File: src/rtl/blit_pkg.sv
// rtl/blit_pkg.sv - register offsets, STATUS bit indices and FSM encoding for blit_regs
// Shared by blit_regs and its bench; no dependence on BLIT_REGS_KBD_FIFO_EN.
package blit_pkg;

  localparam logic [7:0] REG_DSTART = 8'h00;
  localparam logic [7:0] REG_MOUSEX = 8'h02;
  localparam logic [7:0] REG_MOUSEY = 8'h04;
  localparam logic [7:0] REG_STATUS = 8'h06;
  localparam logic [7:0] REG_KBD    = 8'h08;
  localparam logic [7:0] REG_INTCTL = 8'h0A;

  localparam int ST_VBL    = 0;
  localparam int ST_KRDY   = 1;
  localparam int ST_KOVF   = 2;
  localparam int ST_BTN_LO = 4;

  typedef enum logic {
    S_IDLE = 1'b0,
    S_ACK  = 1'b1
  } state_t;

  function automatic logic [15:0] merge_bytes(input logic [15:0] old,
                                              input logic [15:0] wdata,
                                              input logic [1:0]  wstrb);
    logic [15:0] r;
    r = old;
    if (wstrb[0]) r[7:0]  = wdata[7:0];
    if (wstrb[1]) r[15:8] = wdata[15:8];
    return r;
  endfunction

endpackage

File: src/rtl/blit_kbd_fifo.sv
// rtl/blit_kbd_fifo.sv - keyboard receive buffer
// BLIT_REGS_KBD_FIFO_EN selects a DEPTH-entry FIFO; otherwise a single overwriting byte.
module blit_kbd_fifo #(
  parameter int DEPTH = 4
) (
  input  logic       clk,
  input  logic       rst_n,
  input  logic       push,
  input  logic [7:0] push_data,
  input  logic       pop,
  output logic [7:0] head,
  output logic       empty,
  output logic       full,
  output logic       ovf
);

`ifdef BLIT_REGS_KBD_FIFO_EN
  localparam int AW = $clog2(DEPTH);

  logic [7:0]    mem [DEPTH];
  logic [AW-1:0] wr_ptr, rd_ptr;
  logic [AW:0]   count;
  logic          do_push, do_pop;

  assign empty   = (count == '0);
  assign full    = (count == (AW+1)'(DEPTH));
  assign do_pop  = pop && !empty;
  // a pop frees the slot, so a push into a full FIFO still lands that cycle
  assign do_push = push && (!full || do_pop);
  assign ovf     = push && full && !do_pop;
  assign head    = mem[rd_ptr];

  always_ff @(posedge clk) begin
    if (do_push) mem[wr_ptr] <= push_data;
  end

  always_ff @(posedge clk) begin
    if (!rst_n) begin
      wr_ptr <= '0;
      rd_ptr <= '0;
      count  <= '0;
    end else begin
      if (do_push) wr_ptr <= wr_ptr + 1'b1;
      if (do_pop)  rd_ptr <= rd_ptr + 1'b1;
      if (do_push && !do_pop)      count <= count + 1'b1;
      else if (do_pop && !do_push) count <= count - 1'b1;
    end
  end
`else
  logic       valid_q;
  logic [7:0] data_q;

  assign empty = !valid_q;
  assign full  = valid_q;
  assign ovf   = push && valid_q && !pop;
  assign head  = data_q;

  always_ff @(posedge clk) begin
    if (!rst_n) begin
      valid_q <= 1'b0;
      data_q  <= 8'd0;
    end else if (push) begin
      valid_q <= 1'b1;
      data_q  <= push_data;
    end else if (pop) begin
      valid_q <= 1'b0;
    end
  end
`endif

endmodule

File: src/rtl/blit_regs.sv
// rtl/blit_regs.sv - CPU register responder: display start, mouse, keyboard, interrupts
// Keyboard buffer depth is chosen by BLIT_REGS_KBD_FIFO_EN (see blit_kbd_fifo).
module blit_regs
  import blit_pkg::*;
#(
  parameter int MOUSE_MAX = 1023,
  parameter int KBD_DEPTH = 4
) (
  input  logic        clk,
  input  logic        rst_n,
  input  logic        regs_req,
  input  logic [7:0]  regs_addr,
  input  logic [15:0] regs_wdata,
  input  logic [1:0]  regs_wstrb,
  input  logic        regs_we,
  output logic        regs_ack,
  output logic [15:0] regs_rdata,
  input  logic        mouse_valid,
  input  logic [7:0]  mouse_dx,
  input  logic [7:0]  mouse_dy,
  input  logic [2:0]  mouse_btn,
  input  logic        kbd_valid,
  input  logic [7:0]  kbd_data,
  input  logic        vblank,
  output logic [15:0] display_start,
  output logic        irq
);

  state_t      state_q, state_d;
  logic [15:0] dstart_q, rdata_q, rd_mux, mx_merge, my_merge;
  logic [9:0]  mouse_x_q, mouse_y_q;
  logic [1:0]  irq_en_q;
  logic        vbl_q, kovf_q, pop_pend_q;
  logic [7:0]  addr, kbd_head;
  logic        take, wr, rd, kbd_empty, kbd_full, kbd_ovf;
  logic        unused_ok;

  function automatic logic [9:0] mouse_step(input logic [9:0] pos, input logic [7:0] d);
    logic signed [11:0] sum;
    sum = $signed({2'b00, pos}) + $signed({{4{d[7]}}, d});
    if (sum < 0)              return 10'd0;
    else if (sum > MOUSE_MAX) return 10'(MOUSE_MAX);
    else                      return sum[9:0];
  endfunction

  always_ff @(posedge clk) begin
    if (!rst_n) state_q <= S_IDLE;
    else        state_q <= state_d;
  end

  always_comb begin
    state_d  = state_q;
    regs_ack = 1'b0;
    case (state_q)
      S_IDLE: if (regs_req) state_d = S_ACK;
      S_ACK: begin
        regs_ack = 1'b1;
        state_d  = S_IDLE;
      end
      default: state_d = S_IDLE;
    endcase
  end

  assign addr     = {regs_addr[7:1], 1'b0};
  assign take     = (state_q == S_IDLE) && regs_req;
  assign wr       = take && regs_we;
  assign rd       = take && !regs_we;
  assign mx_merge = merge_bytes({6'd0, mouse_x_q}, regs_wdata, regs_wstrb);
  assign my_merge = merge_bytes({6'd0, mouse_y_q}, regs_wdata, regs_wstrb);

  always_comb begin
    rd_mux = 16'd0;
    case (addr)
      REG_DSTART: rd_mux = dstart_q;
      REG_MOUSEX: rd_mux = {6'd0, mouse_x_q};
      REG_MOUSEY: rd_mux = {6'd0, mouse_y_q};
      REG_STATUS: begin
        rd_mux[ST_VBL]                 = vbl_q;
        rd_mux[ST_KRDY]                = !kbd_empty;
        rd_mux[ST_KOVF]                = kovf_q;
        rd_mux[ST_BTN_LO+2:ST_BTN_LO]  = mouse_btn;
      end
      REG_KBD:    rd_mux = kbd_empty ? 16'd0 : {8'd0, kbd_head};
      REG_INTCTL: rd_mux = {14'd0, irq_en_q};
      default:    rd_mux = 16'd0;
    endcase
  end

  always_ff @(posedge clk) begin
    if (!rst_n) begin
      dstart_q   <= 16'd0;
      mouse_x_q  <= 10'd0;
      mouse_y_q  <= 10'd0;
      irq_en_q   <= 2'b00;
      vbl_q      <= 1'b0;
      kovf_q     <= 1'b0;
      rdata_q    <= 16'd0;
      pop_pend_q <= 1'b0;
    end else begin
      if (wr && addr == REG_DSTART) dstart_q <= merge_bytes(dstart_q, regs_wdata, regs_wstrb);

      if (wr && addr == REG_MOUSEX) mouse_x_q <= mx_merge[9:0];
      else if (mouse_valid)         mouse_x_q <= mouse_step(mouse_x_q, mouse_dx);
      if (wr && addr == REG_MOUSEY) mouse_y_q <= my_merge[9:0];
      else if (mouse_valid)         mouse_y_q <= mouse_step(mouse_y_q, mouse_dy);

      if (wr && addr == REG_INTCTL && regs_wstrb[1]) irq_en_q <= regs_wdata[9:8];

      // status set events take priority over a simultaneous write-1-to-clear
      if (vblank) vbl_q <= 1'b1;
      else if (wr && addr == REG_INTCTL && regs_wstrb[0] && regs_wdata[0]) vbl_q <= 1'b0;
      if (kbd_ovf) kovf_q <= 1'b1;
      else if (wr && addr == REG_INTCTL && regs_wstrb[0] && regs_wdata[2]) kovf_q <= 1'b0;

      rdata_q    <= rd ? rd_mux : 16'd0;
      // pop in the ack cycle only if the returned byte was real
      pop_pend_q <= rd && (addr == REG_KBD) && !kbd_empty;
    end
  end

  blit_kbd_fifo #(
    .DEPTH (KBD_DEPTH)
  ) u_kbd_fifo (
    .clk       (clk),
    .rst_n     (rst_n),
    .push      (kbd_valid),
    .push_data (kbd_data),
    .pop       (pop_pend_q),
    .head      (kbd_head),
    .empty     (kbd_empty),
    .full      (kbd_full),
    .ovf       (kbd_ovf)
  );

  assign regs_rdata    = rdata_q;
  assign display_start = dstart_q;
  assign irq           = (vbl_q & irq_en_q[0]) | (!kbd_empty & irq_en_q[1]);
  assign unused_ok     = ^{regs_addr[0], mx_merge[15:10], my_merge[15:10], kbd_full};

endmodule

File: config.mk
export PLATFORM = sky130hd
export DESIGN_NAME = blit_regs
export DESIGN_NICKNAME = d
export VERILOG_FILES = /design/src/rtl/blit_pkg.sv /design/src/rtl/blit_kbd_fifo.sv /design/src/rtl/blit_regs.sv
export SDC_FILE = /design/constraint.sdc
export NUM_CORES = 1
export LEC_CHECK = 0
export ABC_AREA = 1
export BUFFER_PORTS_ARGS = -buffer_cell sky130_fd_sc_hd__buf_4
export CORE_UTILIZATION = 32
export DETAILED_ROUTE_END_ITERATION = 10
export SLEW_MARGIN = 30
export SYNTH_ARGS = -nofsm -noshare
export SYNTH_HDL_FRONTEND = slang
export SYNTH_SLANG_ARGS = --single-unit
export TNS_END_PERCENT = 30
File: constraint.sdc
create_clock -name clk -period 4.35 [get_ports clk]
set_input_delay 0.435 -clock clk [delete_from_list [all_inputs] [get_ports clk]]
set_output_delay 0.435 -clock clk [all_outputs]
set_load 0.05 [all_outputs]
Word level (Yosys, flattened, before mapping)
Index checks and enable logic that the tools add are counted.
{ "word_totals": {"ff_bits": 67, "inputBits": 60, "word_cells": 87} }
{ "op_classes": {"add_sub_neg": 2, "n_lt_le_gt_ge": 4, "eq_ne": 9, "mux": 24, "bitwise_logic": 4, "reduce_logical": 30} }
{ "ops": {"columns": ["operator", "count"], "rows": [
  ["10-bit two-way mux", 8],
  ["9-bit case mux with 4 select lines", 1],
  ["11-bit by 8-bit adder with 12-bit output", 2],
  ["12-bit by 11-bit > comparator with 1-bit output, second input constant", 2],
  ["12-bit by 1-bit less-than comparator with 1-bit output, second input constant", 2],
  ["3-bit case mux with 6 select lines", 1],
  ["8-bit two-way mux", 2],
  ["1-bit logical AND", 15],
  ["3-bit case mux with 5 select lines", 1],
  ["7-bit by 2-bit equality test with 1-bit output, second input constant", 2],
  ["7-bit by 3-bit equality test with 1-bit output, second input constant", 2],
  ["2-bit AND reduction", 7],
  ["2-bit nonzero test", 5],
  ["8-bit logical NOT", 1],
  ["1-bit two-way mux", 8],
  ["2-bit inequality test, second input constant", 4],
  ["7-bit by 1-bit equality test with 1-bit output, second input constant", 1],
  ["1-bit case mux with 4 select lines", 1],
  ["1-bit AND", 2],
  ["1-bit logical NOT", 2],
  ["2-bit two-way mux", 1],
  ["1-bit case mux with 2 select lines", 1],
  ["1-bit NOT", 1],
  ["1-bit OR", 1]
]} }

Logic depth before layout (Yosys ltp)
{ "logic_depth": {"ltp_word": 8, "mapped_depth": 13, "mapped_depth_nobuf": 13} }

Modules after synthesis
A second synthesis with hierarchy kept.
{ "hier_totals": {"cells_unflattened": 601, "hier_area_um2": 4120.2} }
{ "modules_own_cells": {"columns": ["module", "instances", "cells_per_inst", "area_each_um2"], "rows": [
  ["blit_regs", 1, 561, 3808.7],
  ["blit_kbd_fifo", 1, 40, 311.5]
]} }

Worst setup path after synthesis
No wires, ideal clock.
{ "synth_path": {"kind": "input port to flip-flop", "start": "in mouse_dy[0]", "end": "reg mouse_y_q[8]", "t_arrival_ns": 1.690, "path_slack_ns": 2.541, "stages": 12, "n_path_buf": 0, "cell_sequence": "ha_1 -> inv_1 -> fa_1 -> inv_1 -> nand3_1 -> nand3_1 -> nand2_1 -> nand2_1 -> xor2_1 -> nand2_1 -> nand2_1 -> a21oi_1"} }
{ "synth_via": {"elab_chain_len": 6, "elab_cells_between_ends": 7, "classes_between": "1 x add/sub; 2 x order compare; 4 x mux"} }
{ "synth_lines": {"columns": ["item", "line", "source"], "rows": [
  ["start: declaration", "blit_regs.sv:20", "input logic [7:0] mouse_dy,"],
  ["11-bit by 8-bit adder with 12-bit output *", "blit_regs.sv:40", "sum = $signed({2'b00, pos}) + $signed({{4{d[7]}}, d});"],
  ["12-bit by 11-bit > comparator with 1-bit output", "blit_regs.sv:42", "else if (sum > MOUSE_MAX) return 10'(MOUSE_MAX);"],
  ["10-bit two-way mux", "blit_regs.sv:42", null],
  ["10-bit two-way mux *", "blit_regs.sv:41", "if (sum < 0) return 10'd0;"],
  ["10-bit two-way mux *", "blit_regs.sv:105", "else if (mouse_valid) mouse_y_q <= mouse_step(mouse_y_q, mouse_dy);"],
  ["10-bit two-way mux *", "blit_regs.sv:104", "if (wr && addr == REG_MOUSEY) mouse_y_q <= my_merge[9:0];"],
  ["end signal: assignment", "blit_regs.sv:104", null],
  ["end signal: assignment", "blit_regs.sv:105", null],
  ["end: declaration", "blit_regs.sv:31", "logic [9:0] mouse_x_q, mouse_y_q;"]
]} }
Every way passes the cells marked *; elsewhere a longest branch is shown, timed or not. The select of a mux whose other input is x is not followed.
A chain may end at the register's enable or synchronous reset.

Worst setup path after layout
{ "layout_path": {"start": "reg mouse_y_q[0]", "end": "reg mouse_y_q[8]"} }
{ "layout_via": {"elab_chain_len": 6, "elab_cells_between_ends": 7, "classes_between": "1 x add/sub; 2 x order compare; 4 x mux"} }
{ "layout_lines": {"columns": ["item", "line"], "rows": [
  ["11-bit by 8-bit adder with 12-bit output *", "blit_regs.sv:40"],
  ["12-bit by 11-bit > comparator with 1-bit output", "blit_regs.sv:42"],
  ["10-bit two-way mux", "blit_regs.sv:42"],
  ["10-bit two-way mux *", "blit_regs.sv:41"],
  ["10-bit two-way mux *", "blit_regs.sv:105"],
  ["10-bit two-way mux *", "blit_regs.sv:104"]
]} }
Marked as above.

==> impl_results.md <==
- Yosys warning total: 0
- Final hold slack: 0.332 ns
- Worst reg2reg endpoint: mouse_y_q[8]$_SDFFE_PN0P_
- Initial DRT Pass Iterations: 4
- Synthesized flop and latch total: 67
- Critical Path RT: 4.56 ns
- Synth Flop Type: dfxtp_1
- Syn Std Cell Area: 4130 um^2
- Pwr/cell area: 347 nW/um^2
- Top cell type's share of synthesized area: between 30% and 40%
- Root buf cell: clkbuf_16
- All-Layer GR Usage: a little under a fifth
- Peak Freq: around 490 MHz
- EDFF count, synth: 0
- Part of the power in registers: 36.0%
- Pleak: 0.00250 uW
- Combinational share of power: 20.2%
- Min-delay src: kbd_data[5]
- Detailed-route DRC error count: 0
- Final setup violation count: 0
- Worst-skew pair later-pin latency: 0.33 ns
- Hold path depth: 3
- Largest net degree at the start of global routing: 48
- Setup repair bufs after CTS: 0
- Final Critical Period: a little over 2 ns
- Net Sw Frac: 28.4%
- Inserted Clock Buffers: 9
- Die area: 13400 um^2
- Reg2Reg Depth: 12
- Setup_tns: 0 ns
- Mapped Cells: 602
- Status: finished clean
- CTS tree: yes
- Hold WC Path Type: in -> reg
- Initial core utilization: 32.7%
- Area of the multi-input gates: 2440 um^2
- Io pins: 94
- Routed WL per cell: 13.7 um
- Slew Limit Fails: 0
- Core area: 12600 um^2
- Unrepaired setup endpoints after global routing: no
- DR vias/cell: 4.76
- Fillcell total: between 1000 and 1500
- Sw power: ~520 uW
- Slew headroom: 63.3%
- Clock Skew: between 0.006 and 0.007 ns
- Final Hold Vio Count: 0
- Register area: 1340 um^2
- MaxCap Viol Count: 0
- CP Class: reg -> reg
- Crit share post-route: ~47%
- # diodes: 0
- Port buffer count: ~90
- Clk buf depth: 2
- Iteration-0 DRC Markers: 195
- Hold EP: u_kbd_fifo.head[5]$_SDFFE_PN0P_
- Synth async-reset ratio: 0%
- Worst EP arrival: 2.25 ns
- Routability cong.: 0.821
- Distinct cell type count after synthesis: 41
- Peak VDD IR: around 0.2 mV
- Worst r2r src: mouse_y_q[0]$_SDFFE_PN0P_
- Seq/Total Area, Yosys: approximately a third
- Total number of vias: about 4200
- Clock power share: 43.9%
- Hold-fix buffers, CTS: 0
- Cts repair resizes: 0
- Syn nets: around 690
- Share of cells above drive strength 1: 20.3%
- Finished Core Util: 42.2%
- Worst slew pin tran: 0.548 ns
- GRT overflow: 0
- Nets: 778
- Crit Path Max Fanout: 3
- Placed Area: around 5000 um^2
- Initial antenna violation count: 0
- First-pass GRT wire length: 19.0 mm
- Largest cells by area after synthesis: dfxtp_1, nand2_1, a21oi_1, o21ai_0, ha_1
- Clock-pin slew on the worst setup and hold paths: 0.06 ns
- Synth area leader: dfxtp_1
- CP endpoint kind: flop
- Synth Area per Inst: 6.86 um^2
- Crit path launch type: flop
- Rows: 41
- CTS HTree Levels: 3
- WL final: 11.9 mm
- Design area: between 5000 and 6000 um^2
- Chip Width: between 100 and 150 um
- Die height: roughly 120 um
- Clock sink count: 67
- Post-DRT Antenna Nets: 0
- Internal Pwr Total: 1320 uW
- Vias in the first global route: a little under 4000
- Reg2reg setup slack: 2.32 ns
- Area grow syn2layout: 28.9%
- Post-DP HPWL: 9.62 mm
[per-layer routing]
| layer | part of all wire [%] | track usage [%] | wire, um | vias up |
|---|---|---|---|---|
| met5 | 0 | 0 | 0 | - |
| met4 | 1.5 | 6.67 | 180 | 0 |
| met3 | 4.6 | 3.09 | 554 | 17 |
| met2 | 49 | 32.6 | 5890 | 84 |
| met1 | 44 | 22.6 | 5310 | 1884 |
| li1 | - | - | - | 2165 |
[cells in the final DEF (no fill, tap or decap), drive strengths merged]
| master | synthesis | routed |
|---|---|---|
| nand2 | 152 | 152 |
| buf | 4 | 92 |
| inv | 75 | 76 |
| a21oi | 72 | 72 |
| o21ai | 71 | 71 |
| dfxtp | 67 | 67 |
| nor2 | 59 | 59 |
| ha | 22 | 22 |
| nand3 | 22 | 22 |
| nor3 | 11 | 11 |
| clkbuf | 7 | 11 |
| xor2 | 10 | 10 |
| o21bai | 5 | 5 |
| nand4 | 5 | 5 |
| xnor2 | 4 | 4 |
| clkinv | 3 | 3 |
| a22o | 2 | 2 |
| a21o | 2 | 2 |
| a31oi | 2 | 2 |
| fa | 2 | 2 |
| clkinvlp | 0 | 2 |
| bufinv | 0 | 2 |
| nor4 | 1 | 1 |
| o22ai | 1 | 1 |
| o221ai | 1 | 1 |
| a221oi | 1 | 1 |
| a22oi | 1 | 1 |
[synthesized netlist by cell type, types with 2 or more instances]
cell type,count
o21bai_1,5
dfxtp_1,67
buf_2,3
a21oi_1,68
a21oi_4,2
nand4_1,5
inv_1,72
inv_2,3
nor2_1,52
xnor2_1,4
a31oi_1,2
o21ai_0,64
nor2_4,4
nand2_1,138
a21oi_2,2
nand2_4,6
nand3_1,20
nand2_2,8
nor2_2,2
a21o_1,2
fa_1,2
o21ai_1,5
clkbuf_1,7
ha_1,22
xor2_1,10
nor3_1,11
a22o_1,2
[through the flow]
stage          setup slack, ns  std cells  total power [uW]
2_1_floorplan             2.54        602               926
3_3_place_gp              2.25        855              1040
3_5_place_dp              2.20        855              1050
4_1_cts                   2.30        871              1860
5_1_grt                   2.05        871              1940
6_report                  2.32        871              1850
[worst max path at each step]
stage | cells after the start | startpoint | slack [ns] | end
after floorplan | 12 | mouse_dy[0] | 2.54 | mouse_y_q[8]$_SDFFE_PN0P_
after global placement | 9 | mouse_dy[2] | 2.25 | mouse_y_q[9]$_SDFFE_PN0P_
after detailed placement | 9 | mouse_dy[2] | 2.20 | mouse_y_q[2]$_SDFFE_PN0P_
after CTS | 12 | mouse_y_q[0]$_SDFFE_PN0P_ | 2.30 | mouse_y_q[8]$_SDFFE_PN0P_
after global routing | 12 | mouse_y_q[0]$_SDFFE_PN0P_ | 2.05 | mouse_y_q[2]$_SDFFE_PN0P_
final | 12 | mouse_y_q[0]$_SDFFE_PN0P_ | 2.32 | mouse_y_q[8]$_SDFFE_PN0P_
[area by class of cell]
cell class	count	area share (%)
Multi-Input combinational cell	446	45.9
Sequential cell	67	25.2
Timing Repair Buffer	92	13.0
Inverter	78	5.62
Clock buffer	11	4.75
Tap cell	172	4.04
Clock inverter	5	1.57
[state kept, by name, indices dropped and copies added (netlist names)]
register / flops
u_kbd_fifo.head: 8
display_start: 16
mouse_y_q: 10
vbl_q: 1
kovf_q: 1
mouse_x_q: 10
pop_pend_q: 1
irq_en_q: 2
u_kbd_fifo.full: 1
regs_rdata: 16
state_q: 1
[cell families (layout without fill, tap and decap cells)]
family	Yosys count	in the layout	share of synthesized area (%)
and+or+nand+nor	250	250	27.3
xor gates and xnor gates	14	14	2.97
adders and majority gates	24	24	7.63
buffers and inverters	89	186	8.42
AOI/OAI and AO/OA	158	158	21.2
DFF	67	67	32.5
[power groups by stage]
stage	Sequential (uW)	Combinational (uW)	Clock, uW
2_1_floorplan	668	258	0
3_3_place_gp	677	367	0
3_5_place_dp	677	370	0
4_1_cts	664	374	821
5_1_grt	667	425	849
6_report	664	373	810
[worst max-delay path: stages (launching register included)]
cell and delay [ns]:
dfxtp_1 0.40, ha_1 0.24, inv_1 0.07, fa_1 0.39, inv_1 0.12, nand3_1 0.08, nand3_1 0.11, nand2_1 0.07
nand2_1 0.08, xor2_1 0.18, nand2_1 0.07, nand2_1 0.06, a21oi_1 0.05
No activity file was read; power rests on OpenSTA's default activity.
